## config.mk

```make
export PLATFORM = sky130hd
export DESIGN_NAME = idex_hazard_unit
export DESIGN_NICKNAME = d
export VERILOG_FILES = /design/src/rtl/idex_hazard_unit.sv
export SDC_FILE = /design/constraint.sdc
export NUM_CORES = 1
export LEC_CHECK = 0
export BUFFER_PORTS_ARGS = -buffer_cell sky130_fd_sc_hd__buf_2
export CELL_PAD_IN_SITES_DETAIL_PLACEMENT = 1
export CELL_PAD_IN_SITES_GLOBAL_PLACEMENT = 2
export CORE_AREA = 4 4 79 81
export DETAILED_ROUTE_END_ITERATION = 12
export DIE_AREA = 0 0 83 85
export GPL_TIMING_DRIVEN = 0
export HOLD_SLACK_MARGIN = 0.12
export PLACE_DENSITY = 0.77
export SYNTH_ARGS = -nofsm -noshare
export SYNTH_HDL_FRONTEND = slang
export SYNTH_SLANG_ARGS = --single-unit
```

## constraint.sdc

```tcl
create_clock -name clk -period 5.75 [get_ports clk]
set_clock_uncertainty 0.05 [all_clocks]
set_input_delay 1.15 -clock clk [delete_from_list [all_inputs] [get_ports clk]]
set_output_delay 1.15 -clock clk [all_outputs]
set_load 0.02 [all_outputs]
```

## src/rtl/idex_hazard_unit.sv

```systemverilog
`default_nettype none
// ============================================================================
// Module   : idex_hazard_unit
// Purpose  : Load-use stall and branch/jump flush control for IF/ID and ID/EX,
//            with saturating stall/flush event counters.
// Revision : 1.0 - initial release
// ============================================================================
module idex_hazard_unit #(
  parameter int REG_W        = 5,
  parameter int LOAD_STALL   = 1,
  parameter int FLUSH_CYCLES = 1,
  parameter int CNT_W        = 16
) (
  input  logic             clk,
  input  logic             rst_n,
  input  logic [REG_W-1:0] id_rs,
  input  logic [REG_W-1:0] id_rt,
  input  logic             id_uses_rs,
  input  logic             id_uses_rt,
  input  logic [1:0]       ex_mem_read,
  input  logic [REG_W-1:0] ex_write_reg,
  input  logic             ex_branch_taken,
  input  logic             ex_jump,
  output logic             pc_write,
  output logic             ifid_write,
  output logic             ifid_flush,
  output logic             idex_bubble,
  output logic [1:0]       state,
  output logic [CNT_W-1:0] stall_cnt,
  output logic [CNT_W-1:0] flush_cnt
);

  localparam logic [1:0] c_st_run   = 2'd0;
  localparam logic [1:0] c_st_stall = 2'd1;
  localparam logic [1:0] c_st_flush = 2'd2;

  localparam logic [2:0] c_load_rem  = 3'(LOAD_STALL - 1);
  localparam logic [2:0] c_flush_rem = 3'(FLUSH_CYCLES - 1);

  logic [1:0]       r_state;
  logic [2:0]       r_rem;
  logic [CNT_W-1:0] r_stall_cnt;
  logic [CNT_W-1:0] r_flush_cnt;

  logic             w_redirect;
  logic             w_hazard;
  logic [1:0]       w_state_nxt;
  logic [2:0]       w_rem_nxt;
  logic             w_stall_inc;
  logic             w_flush_inc;
  logic             w_pc_write;
  logic             w_ifid_write;
  logic             w_ifid_flush;
  logic             w_idex_bubble;

  assign w_redirect = ex_branch_taken | ex_jump;

  // Register 0 is hardwired, so a load targeting it can never feed a consumer.
  assign w_hazard = (ex_mem_read != 2'b00) && (ex_write_reg != '0) &&
                    ((id_uses_rs && (id_rs == ex_write_reg)) ||
                     (id_uses_rt && (id_rt == ex_write_reg)));

  always_comb begin
    w_state_nxt   = r_state;
    w_rem_nxt     = r_rem;
    w_stall_inc   = 1'b0;
    w_flush_inc   = 1'b0;
    w_pc_write    = 1'b1;
    w_ifid_write  = 1'b1;
    w_ifid_flush  = 1'b0;
    w_idex_bubble = 1'b0;

    if (w_redirect) begin
      // A redirect wins in every state and restarts the flush window.
      w_ifid_flush  = 1'b1;
      w_idex_bubble = 1'b1;
      w_flush_inc   = 1'b1;
      if (FLUSH_CYCLES > 1) begin
        w_state_nxt = c_st_flush;
        w_rem_nxt   = c_flush_rem;
      end else begin
        w_state_nxt = c_st_run;
        w_rem_nxt   = 3'd0;
      end
    end else if (r_state == c_st_stall || r_state == c_st_flush) begin
      if (r_state == c_st_stall) begin
        w_pc_write    = 1'b0;
        w_ifid_write  = 1'b0;
        w_idex_bubble = 1'b1;
      end else begin
        w_ifid_flush  = 1'b1;
        w_idex_bubble = 1'b1;
      end
      if (r_rem <= 3'd1) begin
        w_state_nxt = c_st_run;
        w_rem_nxt   = 3'd0;
      end else begin
        w_rem_nxt = r_rem - 3'd1;
      end
    end else if (w_hazard) begin
      w_pc_write    = 1'b0;
      w_ifid_write  = 1'b0;
      w_idex_bubble = 1'b1;
      w_stall_inc   = 1'b1;
      if (LOAD_STALL > 1) begin
        w_state_nxt = c_st_stall;
        w_rem_nxt   = c_load_rem;
      end
    end
  end

  always_ff @(posedge clk or negedge rst_n) begin
    if (!rst_n) begin
      r_state     <= c_st_run;
      r_rem       <= 3'd0;
      r_stall_cnt <= '0;
      r_flush_cnt <= '0;
    end else begin
      r_state <= w_state_nxt;
      r_rem   <= w_rem_nxt;
      if (w_stall_inc && (r_stall_cnt != '1))
        r_stall_cnt <= r_stall_cnt + 1'b1;
      if (w_flush_inc && (r_flush_cnt != '1))
        r_flush_cnt <= r_flush_cnt + 1'b1;
    end
  end

  // Reset holds the front end frozen and the pipeline filled with bubbles.
  assign pc_write    = rst_n & w_pc_write;
  assign ifid_write  = rst_n & w_ifid_write;
  assign ifid_flush  = ~rst_n | w_ifid_flush;
  assign idex_bubble = ~rst_n | w_idex_bubble;
  assign state       = r_state;
  assign stall_cnt   = r_stall_cnt;
  assign flush_cnt   = r_flush_cnt;

endmodule
`default_nettype wire

```

==> impl_metrics.yaml, run 1 <==
timing:
  slew_viol_final: 0
  fmax_mhz: 252
  relSlewSlack_pct: 47.4
  post-route-min-period_ns: 3.98
  hold_viol: 0
  setup_viol: 0
  tightest_slew_ns: 0.788
  min_period_over_period_pct: 69.1
  rsz0062_at_grt: "no"
  setup_tns_ns: 0
cells_and_area:
  instances_no_fill: 295
  drive_gt1_share_pct: 33.6
  syn_to_final_growth_pct: 29.8
  fin_nets: 247
  final_core_util_pct: 39.2
  diodes: 0
clock_network:
  path_clk_slew_ns: 0.07
  insertion_delay_ns: 0.28
  cts_setup_buffers: 0
  htreeDepth: 2
  root_buffer: "clkbuf_8"
  tritoncts: "done"
  postCtsHoldBufs: 0
  ctsResizeCount: 0
  cts_buffers: 5
  clk_path_buf_depth: 2
  cts.sinks: 32
detailed_routing:
  num_vias: 1402
  drtIter0Drc: 37
  drc: 0
  antenna_left: 0
  wl_per_cell_um: 14.2
  vias_per_cell: 4.75
  wirelength_mm: 4.19
  drt_pass1_iterations: 4
worst_setup_path:
  crit_arrival_ns: 2.78
  worst-path-buf-inv: 3
  crit_type: "primary input to primary output"
  worst-path-stages: 8
  max_stage_delay_ns: 0.29
  required_ns: 4.55
  worstSetupEndpointType: "primary output"
  r2r.worst_path.cells: 6
  crit_fanout: 4
  cp-start-kind: "primary input"
  cpMaxStageDelayCell: "nor4_1"
  path_cells: "buf_2 > xor2_1 > nor4_1 > a32oi_1 > nand2b_1 > o31a_1 > buf_4 > buf_2"
  path_common_cell: "buf_2"
  crit_family: "simple AND/OR/NAND/NOR gates"
pwr:
  power_frac_comb_pct: 22.6
  power.total_uw: 649
  p_int_uw: 443
  leakage_uw: 0.00103
  peakVddDrop_v: 0.000241
  p_per_area_nw_per_um2: 302
  p_clk_share_pct: 32.3
  switchingPower_uw: 206
  pwr-share-seq_pct: 45.1
  power.share.switching_pct: 31.8
logic_synthesis:
  synth_top_cells_by_count: "32 x dfrtp_1, 25 x xnor2_1, 15 x nand3_1"
  synth_top_area_share_pct: 48.4
  ys_types: 33
  synth_ff_type: "dfrtp_1"
  ys_seq_area_share_pct: 48.4
  yosys.area.top_type: "dfrtp_1"
  netlist_area_um2: 1650
  syn_inst: 156
  yosys_warnings: 0
  postSynthAreaPerCell_um2: 10.6
  synth-seq-cells: 32
  yosysMostFrequentCell: "dfrtp_1"
  synth_area_leaders: "dfrtp_1 48%, xnor2_1 13%, xor2_1 6.4%, nand3_1 4.5%, nand4_1 4.2%"
  synth_edf_count: 0
  async_flop_share_pct: 100
hold_path:
  hold_path_class: "flop to flop"
  min_path_cells: 1
die:
  die_h_um: 85
  ios: 61
  core_area_um2: 5470
  initial_core_util_pct: 30.2
  dieArea_um2: 7060
  num_rows: 27
  die_w_um: 83
placement:
  dp.cells: 287
  dpl.hpwl_mm: 3.22
  portBuffers: 58
  place_congestion: 0.807
global_route:
  grt_overflow: 0
  grt_max_degree: 36
  antenna_found_initial: 0
  track_usage_pct: 12.3
  grt_pass1_wl_mm: 7.03
  grt_pass1_vias: 1469
outcome:
  status: "finished clean"
job:
  cap_violations: 0
## per-stage QoR
step,hold slack [ns],setup slack (ns),area [um2]
floorplan,0.539,2.12,1660
global placement,0.434,1.79,2040
detailed placement,0.439,1.75,2040
CTS,0.451,1.75,2140
global route,0.466,1.66,2140
finish,0.446,1.77,2140
## cell usage in the layout, fill, tap and decap left out, types with 2 or more instances in the layout
cell type	netlist	routed
and3_1	5	5
and4_1	2	2
buf_2	1	59
buf_4	3	3
clkbuf_8	0	5
conb_1	1	2
dfrtp_1	32	32
ha_1	2	2
mux2_2	3	3
nand2_1	12	12
nand2b_1	2	2
nand3_1	15	15
nand4_1	11	11
nor2_1	10	10
nor4_1	3	3
xnor2_1	25	25
xor2_1	12	12
## registers in the layout, indices dropped and copies added, names as in the netlist
signal and cells:
flush_cnt 16, stall_cnt 16
## cell type report
cell class | instances | area [um2]
well taps | 72 | 90.1
plain buffers | 4 | 27.5
repair buffers | 58 | 290
fillers | 659 | 3330
flip-flops and latches | 32 | 801
clock buffers | 6 | 72.6
clock inverters | 2 | 35.0
multi-input cells | 121 | 828
## power groups by stage
stage | sequential (uW) | combinational (uW) | clock, uW
floorplan | 322 | 58.4 | 0
CTS | 292 | 150 | 217
finish | 292 | 147 | 210
detailed placement | 296 | 149 | 0
global route | 298 | 163 | 225
global placement | 297 | 144 | 0
## per-layer routing
metal / wire length (um) / up-vias / GRT usage, % / part of all wire [%]
met1: 2060 / 679 / 16.1 / 49
met2: 1800 / 44 / 18.4 / 43
met5: 0 / - / 0 / 0
met3: 285 / 5 / 4.56 / 6.8
li1: - / 674 / - / -
met4: 47 / 0 / 4.90 / 1.1
## logic make-up after synthesis
logic type,count (synthesis),synth area share [%]
flops,32,48.4
other cells,1,0.227
mux,3,2.04
fa+ha+maj,2,1.51
compound gates,7,3.71
xor+xnor,37,19.6
buf+inv,4,1.67
simple gates,70,22.8
## worst paths after layout
path,start,to,slack (ns)
worst max-delay path,ex_write_reg[3],pc_write,1.77
worst min-delay path,stall_cnt[10],stall_cnt[10],0.45
worst max register to register,flush_cnt[0],flush_cnt[1],3.55
worst min register to register,stall_cnt[10],stall_cnt[10],0.45
max in group asynchronous,rst_n,flush_cnt[14],4.25
min in group asynchronous,rst_n,stall_cnt[3],0.90
(Power assumes the default switching activity.)
==> run 2, diff against run 1 <==
Settings changed: CORE_AREA 4 4 79 81 to 4 4 81 83, DIE_AREA 0 0 83 85 to 0 0 85 87, PLACE_DENSITY 0.77 to 0.73.
Clock period 5.75 ns to 4 ns, I/O delays scaled along.
==> impl_metrics.yaml, run 2 (same netlist as run 1, synthesis figures left out) <==
detailed_routing:
  vias_per_cell: 4.74
  wl_met3_um: 334
  antenna_left: 0
  met1_length_mm: 1.87
  dr_wl_met2_mm: 1.91
  num_vias: 1412
  drtIter0Drc: 53
  drt_pass1_iterations: 4
  top_layer: "met4"
  wl_per_cell_um: 13.9
  drc: 0
  wirelength_mm: 4.14
pwr:
  peakVddDrop_v: 0.000352
  p_per_area_nw_per_um2: 417
  leakage_uw: 0.00102
timing:
  setup_viol: 0
  relSlewSlack_pct: 46.7
  tightest_slew_ns: 0.799
  post-route-min-period_ns: 3.29
  hold_viol: 0
  fmax_mhz: 304
  rsz0062_at_grt: "no"
  setup_tns_ns: 0
  min_period_over_period_pct: 82.1
  slew_viol_final: 0
die:
  die_h_um: 87
  die_w_um: 85
  ios: 61
  core_area_um2: 5850
  num_rows: 28
  initial_core_util_pct: 28.3
  dieArea_um2: 7400
global_route:
  grt_pass1_vias: 1424
  grt_overflow: 0
  track_usage_pct: 11.9
  grt_max_degree: 36
  grt_pass1_wl_mm: 7.13
  antenna_found_initial: 0
cells_and_area:
  drive_gt1_share_pct: 33.6
  syn_to_final_growth_pct: 29.1
  fin_area_um2: 2130
  diodes: 0
  fillCellCount: 701
  multi_input_area_um2: 828
  seq_area_um2: 801
  mostFrequentLayoutCells: "59 x buf_2, 32 x dfrtp_1, 25 x xnor2_1"
  final_common_cell: "buf_2"
  fin_nets: 247
worst_setup_path:
  max_stage_delay_ns: 0.33
  cpMaxStageDelayCell: "nor4_1"
  cp-start-kind: "primary input"
  crit_type: "primary input to primary output"
  worstSetupEndpointType: "primary output"
  crit_fanout: 4
  path_common_cell: "buf_2"
  crit_arrival_ns: 2.44
  path_cells: "buf_2 > xor2_1 > nor4_1 > a32oi_1 > nand2b_1 > o31a_1 > buf_4 > buf_2"
  worst-path-buf-inv: 3
  required_ns: 3.15
  crit_family: "simple AND/OR/NAND/NOR gates"
hold_path:
  hold_path_class: "flop to flop"
clock_network:
  insertion_delay_ns: 0.28
  htreeDepth: 2
  clk_path_buf_depth: 2
  cts_buffers: 5
  root_buffer: "clkbuf_8"
  tritoncts: "done"
  postCtsHoldBufs: 0
  cts_setup_buffers: 0
  cts.sinks: 32
  ctsResizeCount: 0
  path_clk_slew_ns: 0.07
job:
  cap_violations: 0
placement:
  place_area_um2: 2040
  portBuffers: 58
  place_congestion: 0.714
  dpl.hpwl_mm: 3.22
outcome:
  status: "finished clean"
run 2: report_power, final:
part / switching (uW) / total (uW) / leakage (uW) / internal [uW]
clock network: 120 / 260 / 0.0000445 / 140
registers: 55.0 / 419 / 0.000433 / 364
logic: 123 / 212 / 0.000542 / 88.4
total: 298 / 890 / 0.00102 / 592
run 2: metal layers:
layer  vias up  track usage [%]
li1        682                -
met3         4             3.69
met5         -                0
met4         0             3.02
met1       678             16.2
met2        48             18.5
run 2: through the flow:
step / setup WS, ns / hold slack [ns] / util, % / std cells / power [uW]
global route: 0.574 / 0.460 / 36.5 / 298 / 945
floorplan: 1.07 / 0.454 / - / 157 / 547
CTS: 0.669 / 0.439 / 36.5 / 298 / 905
global placement: 0.701 / 0.420 / 34.9 / 290 / 637
finish: 0.715 / 0.432 / 36.5 / 298 / 890
detailed placement: 0.679 / 0.424 / 34.9 / 290 / 640
run 2: area by class of cell:
type | count | area share [%]
clock buffer | 7 | 4.04
tap | 75 | 4.40
buffer | 4 | 1.29
timing repair buffer | 58 | 13.6
clock inverter | 1 | 0.352
multi-input combinational | 121 | 38.8
sequential | 32 | 37.5
run 2: path summary, 6_finish.rpt:
kind                            startpoint       endpoint  slack (ns)  cells past startpoint
max in group asynchronous            rst_n  stall_cnt[12]        2.84                      1
max reg2reg                   flush_cnt[0]   flush_cnt[1]        1.81                      6
max                        ex_write_reg[3]       pc_write        0.71                      8
min reg2reg                   flush_cnt[7]   flush_cnt[7]        0.43                      1
min                           flush_cnt[7]   flush_cnt[7]        0.43                      1
min in group asynchronous            rst_n   flush_cnt[9]        0.56                      1
